--- config.mk ---
export PLATFORM = sky130hd
export DESIGN_NAME = uart_receiver
export DESIGN_NICKNAME = d
export VERILOG_FILES = /design/src/rtl/uart_receiver.sv
export SDC_FILE = /design/constraint.sdc
export NUM_CORES = 1
export LEC_CHECK = 0
export ABC_AREA = 1
export CORE_ASPECT_RATIO = 1.75
export CORE_UTILIZATION = 55
export DETAILED_ROUTE_END_ITERATION = 8
export GPL_TIMING_DRIVEN = 1
export PLACE_DENSITY = 0.84
export SYNTH_ARGS = -nofsm -noshare
export SYNTH_HDL_FRONTEND = slang
export SYNTH_SLANG_ARGS = --single-unit
--- constraint.sdc ---
create_clock -name clk -period 5.6 [get_ports clk]
set_input_delay 1.12 -clock clk [delete_from_list [all_inputs] [get_ports clk]]
set_output_delay 1.12 -clock clk [all_outputs]
set_load 0.03 [all_outputs]
--- src/rtl/uart_receiver.sv ---
// UART receive stage: 16x oversampled 8-bit, even-parity, one-stop-bit frame decoder
// with its own baud tick generator selected by a 3-bit rate code.
module uart_receiver #(
  parameter int SYNC_STAGES = 2,
  parameter int OVERSAMPLE  = 16
) (
  input  logic       clk,
  input  logic       reset,
  input  logic [2:0] baud_select,
  input  logic       Rx_EN,
  input  logic       RxD,
  output logic [7:0] Rx_DATA,
  output logic       Rx_VALID,
  output logic       Rx_PERROR,
  output logic       Rx_FERROR
);

  localparam logic [2:0] S_IDLE   = 3'd0;
  localparam logic [2:0] S_START  = 3'd1;
  localparam logic [2:0] S_DATA   = 3'd2;
  localparam logic [2:0] S_PARITY = 3'd3;
  localparam logic [2:0] S_STOP   = 3'd4;

  localparam logic [3:0] LAST_SAMPLE = 4'(OVERSAMPLE - 1);
  localparam logic [3:0] MID_SAMPLE  = 4'(OVERSAMPLE / 2 - 1);

  // Clocks per oversample tick at a 50 MHz system clock.
  function automatic logic [13:0] baud_div(input logic [2:0] sel);
    case (sel)
      3'b000:  baud_div = 14'd10417;
      3'b001:  baud_div = 14'd2604;
      3'b010:  baud_div = 14'd651;
      3'b011:  baud_div = 14'd326;
      3'b100:  baud_div = 14'd163;
      3'b101:  baud_div = 14'd81;
      3'b110:  baud_div = 14'd54;
      default: baud_div = 14'd27;
    endcase
  endfunction

  logic [SYNC_STAGES-1:0] sync_q;
  logic                   rxd_s;

  logic [2:0]  baud_q;
  logic [13:0] div_cnt;
  logic [13:0] div_last;
  logic        baud_change;
  logic        tick;

  logic [2:0]  state;
  logic [3:0]  sample_cnt;
  logic [3:0]  bit_cnt;
  logic [7:0]  shift;
  logic        parity_err;
  logic        prev_s;

  // NOTE: every clocked register below uses non-blocking assignment so all of
  // them update together from pre-edge values, independent of statement order.
  always_ff @(posedge clk or negedge reset) begin
    if (!reset) begin
      sync_q <= '1;
    end else begin
      sync_q <= {sync_q[SYNC_STAGES-2:0], RxD};
    end
  end

  assign rxd_s = sync_q[SYNC_STAGES-1];

  // A rate change restarts the divider; no tick is issued on the reload cycle.
  assign baud_change = (baud_select != baud_q);
  assign div_last    = baud_div(baud_q) - 14'd1;
  assign tick        = !baud_change && (div_cnt == div_last);

  always_ff @(posedge clk or negedge reset) begin
    if (!reset) begin
      baud_q  <= 3'b000;
      div_cnt <= '0;
    end else begin
      baud_q <= baud_select;
      if (baud_change || tick) begin
        div_cnt <= '0;
      end else begin
        div_cnt <= div_cnt + 14'd1;
      end
    end
  end

  // NOTE: the shift register is a handful of flops, not a memory, so it is
  // reset along with the rest of the datapath to keep simulation X-free.
  always_ff @(posedge clk or negedge reset) begin
    if (!reset) begin
      state      <= S_IDLE;
      sample_cnt <= '0;
      bit_cnt    <= '0;
      shift      <= '0;
      parity_err <= 1'b0;
      prev_s     <= 1'b0;
      Rx_DATA    <= 8'h00;
      Rx_VALID   <= 1'b0;
      Rx_PERROR  <= 1'b0;
      Rx_FERROR  <= 1'b0;
    end else begin
      Rx_VALID <= 1'b0;
      // prev_s tracks the line at every tick so a held-low break is not a new edge.
      if (tick) begin
        prev_s <= rxd_s;
      end

      if (!Rx_EN) begin
        state      <= S_IDLE;
        sample_cnt <= '0;
        bit_cnt    <= '0;
      end else if (tick) begin
        case (state)
          S_IDLE: begin
            if (!rxd_s && prev_s) begin
              state      <= S_START;
              sample_cnt <= '0;
              Rx_PERROR  <= 1'b0;
              Rx_FERROR  <= 1'b0;
            end
          end
          S_START: begin
            if (sample_cnt == MID_SAMPLE) begin
              sample_cnt <= '0;
              bit_cnt    <= '0;
              state      <= rxd_s ? S_IDLE : S_DATA;
            end else begin
              sample_cnt <= sample_cnt + 4'd1;
            end
          end
          S_DATA: begin
            sample_cnt <= sample_cnt + 4'd1;
            if (sample_cnt == LAST_SAMPLE) begin
              shift[bit_cnt[2:0]] <= rxd_s;
              bit_cnt             <= bit_cnt + 4'd1;
              if (bit_cnt == 4'd7) begin
                state <= S_PARITY;
              end
            end
          end
          S_PARITY: begin
            sample_cnt <= sample_cnt + 4'd1;
            if (sample_cnt == LAST_SAMPLE) begin
              parity_err <= rxd_s ^ (^shift);
              state      <= S_STOP;
            end
          end
          S_STOP: begin
            sample_cnt <= sample_cnt + 4'd1;
            // Decision at mid-stop-bit leaves half a bit to catch a following start.
            if (sample_cnt == LAST_SAMPLE) begin
              if (rxd_s && !parity_err) begin
                Rx_DATA  <= shift;
                Rx_VALID <= 1'b1;
              end
              if (!rxd_s) begin
                Rx_FERROR <= 1'b1;
              end
              if (parity_err) begin
                Rx_PERROR <= 1'b1;
              end
              state <= S_IDLE;
            end
          end
          default: begin
            state <= S_IDLE;
          end
        endcase
      end
    end
  end

endmodule

# == Word-level counts from Yosys, hierarchy flattened ==
# Index checks and enable logic that the tools add are counted.
# word_totals
register_bits,51
output_inout_bits,11
in_bits,7
# op_classes
reduce_logical,21
n_mux,37
bitwise_logic,1
eq_ne,28
order_cmp,2
n_addsub,4
# op_table
operator,count
$pmux W14 S7,1
$mux W4,8
$mux W3,8
$ne A3 B3 Y1 const B,6
$pmux W3 S5,1
$add A14 B1 Y14 const B,1
$eq A14 B14 Y1,1
$mux W14,1
$sub A14 B1 Y14 const B,1
$eq A3 B2 Y1 const B,4
$eq A3 B3 Y1 const B,4
$pmux W4 S3,1
$reduce_and A4 Y1,3
$reduce_and A6 Y1,2
$mux W1,11
$add A4 B1 Y4 const B,2
$bwmux W8,1
$eq A4 B3 Y1 const B,2
$ne A2 B2 Y1 const B,4
$pmux W4 S2,1
$reduce_xor A8 Y1,1
$reduce_and A7 Y1,1
$eq A3 B1 Y1 const B,2
$logic_not A3 Y1,2
other kinds (18),24

# == Logic depth before layout (Yosys ltp) ==
# Gate-level depths: netlist of the first run.
# depth
word_depth,7
ltp_mapped,21
depth_no_buf,19

# == Worst setup path before layout of the first run ==
# OpenSTA, ideal clock, no wires.
# synth_timing
path_type,register -> register
startpoint,reg baud_q[2]
endpoint,reg Rx_DATA[5]
synth_period_minus_slack_ps,2290
arrival_ps,2172
path_stages_with_launch,21
setup_ps,118
required_ps,5482
slack_ps,3310
path_buffers,2
path_cell_list,dfrtp_1 buf_6 nand2_4 nand2_4 nand2_2 inv_1 ha_1 inv_1 nand2_1 nand2_1 nor2_1 nand2_1 nor2_1 nand3_1 nor2_4 nand3_4 nor2_4 nand2_4 buf_6 nand2_2 o21ai_2
# synth_via
elab_chain_cells,6
elab_cells_between_ends,14
cone_classes,add/sub: 1; eq/ne: 8; mux: 1; reduce/logical: 4
# synth_lines
element,line_no,text
start: declaration,44,logic [2:0] baud_q;
start signal: assignment,79,baud_q <= baud_select;
"$eq A3 B3 Y1, or another cell as far along",29,case (sel)
$pmux W14 S7,29,
$sub A14 B1 Y14,71,assign div_last = baud_div(baud_q) - 14'd1;
$eq A14 B14 Y1,72,assign tick = !baud_change && (div_cnt == div_last);
$logic_and A1 B1 Y1 *,72,
$reduce_and A5 Y1 (no line) *,n/a,
end signal: assignment,154,Rx_DATA <= shift;
end: declaration,12,"output logic [7:0] Rx_DATA,"
# Mark *: on every way between the ends. The rest lies on a longest branch, timed or not.
# A chain may end at the register's enable or synchronous reset.

# == Final worst setup path of the first run ==
# layout_timing
startpoint,in Rx_EN
endpoint,reg Rx_DATA[4]
# layout_via
elab_chain_cells,1
# layout_lines
element,line_no,text
start: declaration,10,"input logic Rx_EN,"
$reduce_and A5 Y1 (no line),n/a,
# No other way between the ends.

==> key figures, run 1 <==
Status
  • Outcome: completed

Setup path
  • CP startpoint kind: input pin
  • Register-to-register setup slack: 2.85 ns
  • Family with the most delay on the worst path: buffers and inverters
  • Reg2reg end: shift[6]$_DFFE_PN0P_
  • Setup CP Type: in2reg
  • CP max-delay cell: clkdlybuf4s50_1
  • Critical path arrival: 3.03 ns
  • Critical Path End Type: flop
  • R2R cell count: 18
  • Reg-to-reg startpoint: baud_q[2]$_DFF_PN0_
  • CP dominant cell by count: nand2_1
  • Worst-path cell chain: clkdlybuf4s50_1 > nand2_1 > nor4_1 > nand2_4 > nand2_1 > o21ai_2
  • Crit path largest cell delay: 0.93 ns
  • Crit Path Max Fanout: 22
  • CP required: 5.81 ns
  • Crit path buffers/inverters: 1

Pwr
  • Worst VDD drop: 0.0001579 V
  • Tot Pwr: 0.6594 mW
  • Leak pwr: 1.625 nW
  • PD cells: 194.0 nW/um^2

Place
  • Final RePlAce weighted congestion: 0.8582
  • Dpl hpwl: 4.671 mm
  • Buffers on Ports: 17

Die
  • Die Wd: 58.83 microns
  • CORE AREA: 5343 sq um
  • FP Rows: 35
  • Initial Util: 0.5817
  • # IOs: 18
  • Die area: 5967 sq um
  • Die H: 101.4 microns

Route
  • DRT antenna net count: 0
  • Drt first-iter violations: 168
  • Residual DRC: 0
  • DR pass1 iterations: 4
  • Drt total wl: 6.200 mm
  • Post-DR vias/cell: 5.309
  • Via Count: 2,644
  • Avg WL per Cell: 12.45 microns

Synth
  • Cell count after synthesis: 407
  • Post-synthesis cell type count: 35
  • Register area share after synthesis: 0.4114
  • Yosys Warn Count: 0
  • Asr flop ratio synth: 1.000
  • Seq cells post-synth: 51
  • Synth Net Count: 418
  • Cell Area, Synth: 3108 sq um
  • Primary FF master, synth: dfrtp_1
  • Post-synth EDFFs: 0
  • Avg Cell Area, Syn: 7.636 sq um

GRT
  • All-Layer GR Usage: 0.2358
  • Vias in the first global route: 2,655
  • Initial antenna violation count: 0
  • First-pass GRT wire length: 10.79 mm
  • Remaining global-route overflow: 0
  • Pin count of the biggest net entering global routing: 52

Timing
  • TNS Setup: 0 ns
  • F_max: 0.3541 GHz
  • Pins over their slew limit: 0
  • Relative slew margins: 0.5229
  • Unrepaired setup endpoints after global routing: false
  • Final-report hold violation count: 0
  • Skew final: 0.01102 ns
  • Slew @ Worst Pin: 0.7134 ns
  • Min cycle time layout: 2.824 ns
  • Final setup violation count: 0
  • Post-route clock period utilization: 0.5043

Clocking
  • Clock-pin transition on the worst setup and hold timing paths: 0.10 ns
  • CTS Buf Count: 5
  • CTS-repair resized insts: 0
  • Sink Count: 51
  • H-tree depth: 2
  • Worst-Skew Late Latency: 0.31 ns
  • Root Driver: clkbuf_8
  • CTS tree: done
  • Hold buffers post-CTS: 0
  • Postcts setup bufs: 0
  • Max Buffers Root-to-Sink: 2

Layout
  • Final nets: 434
  • P&R area growth vs syn: 9.380%
  • Layout cells sized above 1: 0.09906
  • Fill cell count: 477
  • # diodes: 0

Hold path
  • Hold Crit Depth: 0
  • Hold crit path type: reg2reg
  • Hold path start: sync_q[0]$_DFF_PN1_
  • Hold Path End: sync_q[1]$_DFF_PN1_

Flow run
  • Total of max-cap violations: 0
[layout by cell type (no fill, tap or decap)]
cell,Yosys,final
xnor2_1,8,8
nor3b_1,4,4
clkbuf_8,0,6
xor2_1,10,10
a211oi_1,2,2
inv_6,1,1
ha_1,4,4
nand3b_1,2,2
clkinvlp_4,0,1
nand4_1,10,10
clkinv_1,1,1
nand3_2,2,2
nand3_1,42,42
nor2_1,44,44
nor2_4,4,4
nor4_1,2,2
nand2_1,90,90
inv_1,58,58
nor3_4,1,1
o21ai_2,8,8
nand2_2,3,3
inv_2,1,1
o21ai_0,7,7
nor2_2,4,4
a21oi_1,15,15
clkdlybuf4s50_1,0,16
inv_4,1,1
clkinv_4,0,1
nand3_4,1,1
dfrtp_1,49,49
o21ai_1,2,2
o31ai_1,1,1
nor3_1,15,15
nand2_4,4,4
buf_2,1,1
buf_4,0,1
dfstp_2,2,2
[cell type report]
cell class	instances	area, sq um	share of cell area
clock buffer	6	82.58	0.02429
tap	74	92.59	0.02724
inverter	62	240.2	0.07067
multi-input combinational	285	1516	0.4461
clock inverter	2	16.27	0.004785
sequential	51	1279	0.3762
timing repair buffer	18	172.7	0.05079
[worst max-delay path by stage]
stage | from | endpoint | depth (start not counted)
6_report | Rx_EN | Rx_DATA[4]$_DFFE_PN0P_ | 6
5_1_grt | baud_q[0]$_DFF_PN0_ | bit_cnt[2]$_DFFE_PN0P_ | 17
4_1_cts | Rx_EN | Rx_DATA[2]$_DFFE_PN0P_ | 6
3_5_place_dp | Rx_EN | Rx_DATA[2]$_DFFE_PN0P_ | 6
3_3_place_gp | Rx_EN | Rx_DATA[4]$_DFFE_PN0P_ | 6
2_1_floorplan | baud_q[2]$_DFF_PN0_ | Rx_DATA[5]$_DFFE_PN0P_ | 20
[per-stage QoR]
step,hold WS (ns),utilization,setup WS (ns),cell area [sq um],std cells
after CTS,0.3607,0.6363,2.820,3400,498
final,0.3595,0.6363,2.776,3400,498
after detailed placement,0.3473,0.6178,2.490,3301,490
after global routing,0.3664,0.6363,2.571,3400,498
after global placement,0.3462,0.6178,2.534,3301,490
after floorplan,0.3452,-,3.310,3108,407
[metal layers]
| layer | vias to the layer above | GRT usage | wire, microns |
|---|---|---|---|
| met1 | 1244 | 0.2286 | 2343 |
| li1 | 1337 | - | - |
| met3 | 14 | 0.03321 | 157 |
| met2 | 49 | 0.4668 | 3531 |
| met5 | - | 0 | 0 |
| met4 | 0 | 0.1062 | 167 |
[registers in the layout, summed over array words and instances, names as in the netlist]
name        cells
bit_cnt         4
div_cnt        14
baud_q          3
Rx_DATA         8
Rx_VALID        1
state           3
shift           8
Rx_PERROR       1
prev_s          1
parity_err      1
sync_q          2
Rx_FERROR       1
sample_cnt      4
[kinds of logic (layout without fill, tap and decap cells)]
group | after synthesis | in the layout | synth area share
simple gates | 228 | 228 | 0.3527
buf+inv | 71 | 88 | 0.1006
flops | 51 | 51 | 0.4114
compound gates | 35 | 35 | 0.06844
xor+xnor | 18 | 18 | 0.05072
fa+ha+maj | 4 | 4 | 0.01610
[cells in the mapped netlist (5+ instances only)]
cell type   n  area (sq um)
a21oi_1    15         75.07
buf_6       5         56.30
dfrtp_1    49          1226
inv_1      58         217.7
nand2_1    90         337.8
nand3_1    42         210.2
nand4_1    10         62.56
nor2_1     44         165.2
nor3_1     15         75.07
o21ai_0     7         35.03
o21ai_2     8         70.07
xnor2_1     8         70.07
xor2_1     10         87.58
[where the power goes]
| part | switching (mW) | total, mW | internal [mW] |
|---|---|---|---|
| clock | 0.126 | 0.227 | 0.101 |
| combinational | 0.0369 | 0.0548 | 0.0179 |
| sequential | 0.00632 | 0.378 | 0.371 |
(Power assumes the default switching activity.)
==> inputs of run 2 (changes only) <==
- CORE_UTILIZATION: 55 -> 54
- PLACE_DENSITY: 0.84 -> 0.86
- clock period: 5.6 -> 2.4 ns (I/O delays scaled with it)
==> run 2 against run 1 <==
Against the previous run: the flow now finishes with violations (setup timing); clock-buffer cell count did not move; critical path type is now reg2reg; largest power group unchanged; worst hold slack got worse by 0.10 ns; combinational power rose to 2.9 times the previous value; critical path depth rose by 9; sequential power rose by 130%; critical endpoint is now sample_cnt[2]$_DFFE_PN0P_.
==> key figures, run 2 (synthesis gave the netlist of run 1 again) <==
Layout
  • # diodes: 0
  • Max reg flops: 14
  • Register area: 1281 sq um
  • Finished Core Util: 0.6597
  • Top reg by flops: div_cnt
  • Most frequent cells in the layout: nand2_1 (82), inv_1 (55), dfrtp_1 (47)
  • Fill cell count: 444
  • Largest registers: div_cnt: 14 flops, Rx_DATA: 8 flops, shift: 8 flops
  • Layout cells sized above 1: 0.1746
  • Design area: 3655 sq um
  • Commonest non-fill, non-tap cell in the layout: nand2_1
  • Final nets: 452
  • Multi-input logic area: 1630 sq um
  • P&R area growth vs syn: 17.59%

Die
  • FP Rows: 36
  • CORE AREA: 5540 sq um
  • Die area: 6075 sq um
  • Initial Util: 0.5610
  • # IOs: 18
  • Die Wd: 59.35 microns
  • Die H: 102.4 microns

GRT
  • Initial antenna violation count: 0
  • Vias in the first global route: 2,744
  • Pin count of the biggest net entering global routing: 52
  • First-pass GRT wire length: 11.84 mm
  • All-Layer GR Usage: 0.2578
  • Remaining global-route overflow: 0

Route
  • DRT antenna net count: 0
  • Avg WL per Cell: 13.96 microns
  • Via Count: 2,840
  • Drt total wl: 7.219 mm
  • Post-DR vias/cell: 5.493
  • DR pass1 iterations: 5
  • Drt first-iter violations: 194
  • Residual DRC: 0

Clocking
  • CTS Buf Count: 5
  • Sink Count: 51
  • CTS tree: done
  • Max Buffers Root-to-Sink: 2
  • Clock-pin transition on the worst setup and hold timing paths: 0.09 ns
  • H-tree depth: 2
  • Worst-Skew Late Latency: 0.31 ns
  • Hold buffers post-CTS: 0
  • Root Driver: clkbuf_8

Timing
  • Final setup violation count: 17
  • Final-report hold violation count: 0
  • Min cycle time layout: 2.459 ns
  • Relative slew margins: 0.2915
  • Unrepaired setup endpoints after global routing: true
  • Post-route clock period utilization: 1.025
  • Pins over their slew limit: 0
  • Final worst setup slack: -0.05905 ns
  • Slew @ Worst Pin: 1.054 ns
  • Skew final: 0.004261 ns
  • F_max: 0.4067 GHz

Setup path
  • Setup CP Type: reg2reg
  • CP required: 2.61 ns
  • Reg2reg end: sample_cnt[2]$_DFFE_PN0P_
  • Critical path arrival: 2.67 ns
  • R2R cell count: 15
  • Crit Path Max Fanout: 5
  • Register-to-register setup slack: -0.06 ns
  • CP startpoint kind: flop
  • Critical Path End Type: flop
  • Reg-to-reg startpoint: baud_q[2]$_DFF_PN0_

Place
  • Buffers on Ports: 17
  • Cell Area, Placed: 3378 sq um
  • Pre-CTS setup slack: -0.002119 ns
  • Final RePlAce weighted congestion: 1.039
  • Dpl hpwl: 5.040 mm

Status
  • Outcome: complete, but fails checks
  • Failing checks: setup timing

Pwr
  • Worst VDD drop: 0.0003485 V
  • Leak pwr: 1.723 nW
  • Tot Pwr: 1.634 mW
  • PD cells: 447.0 nW/um^2

Hold path
  • Hold crit path type: in2async

Flow run
  • Total of max-cap violations: 0
-- run 2: cell types whose count changed in the layout (fill, tap and decap cells not counted), sizes merged --
cell | before | now
nor2 | 52 | 53
nand2 | 97 | 99
clkinvlp | 1 | 0
buf | 2 | 17
bufinv | 0 | 1
clkinv | 2 | 1
-- run 2: routing by layer --
layer	vias to the layer above	global-route usage	part of all wire
met5	-	0	0
li1	1364	-	-
met4	0	0.1740	0.055
met2	94	0.4685	0.56
met1	1346	0.2631	0.35
met3	36	0.03544	0.036
-- run 2: cell type report --
class,count,share of cell area
clock buffers,6,0.01986
clock inverters,1,0.008216
inverters,62,0.06573
multi-input cells,288,0.4461
flip-flops and latches,51,0.3506
well taps,76,0.02602
repair buffers,33,0.08353
-- run 2: timing repair --
action / 4_1_cts / 5_1_grt
gates resized for setup: 2 / 24
cloned: 1 / 2
pin swaps: 0 / 9
buffers inserted: 0 / 5
endpoints found under the setup margin: 10 / 31
-- run 2: stage by stage --
stage	setup TNS, ns	hold WS (ns)	instances
3_5_place_dp	-0.002119	0.3501	502
4_1_cts	0	0.2982	510
3_3_place_gp	0	0.3473	502
2_1_floorplan	0	0.1844	407
5_1_grt	-5.596	0.3223	517
6_report	-0.4197	0.2588	517
-- run 2: worst max-delay path by stage --
stage	depth (start not counted)	slack, ns	startpoint	to
2_1_floorplan	20	0.11	baud_q[2]$_DFF_PN0_	Rx_DATA[5]$_DFFE_PN0P_
3_3_place_gp	17	0.04	baud_q[0]$_DFF_PN0_	Rx_DATA[6]$_DFFE_PN0P_
3_5_place_dp	18	-0.002	baud_q[0]$_DFF_PN0_	shift[6]$_DFFE_PN0P_
4_1_cts	17	0.008	baud_q[2]$_DFF_PN0_	Rx_DATA[1]$_DFFE_PN0P_
5_1_grt	15	-0.24	baud_q[2]$_DFF_PN0_	parity_err$_DFFE_PN0P_
6_report	15	-0.06	baud_q[2]$_DFF_PN0_	sample_cnt[2]$_DFFE_PN0P_
-- run 2: power breakdown --
part	switching (mW)	internal, mW
Clock	0.291	0.306
Combinational	0.103	0.0577
Sequential	0.00921	0.867
Total	0.403	1.23
-- run 2: worst max-delay path: stages (launching register included) --
cell     delay [ns]
dfrtp_2        0.45
a21oi_1        0.27
ha_4           0.25
nand2_1        0.06
nand2_1        0.05
nor2_1         0.09
nand2_1        0.05
nor2_1         0.08
nand3_1        0.11
nor2_4         0.17
nand3_4        0.13
buf_12         0.17
o21ai_0        0.26
inv_1          0.10
nand2_1        0.07
nand2_1        0.05
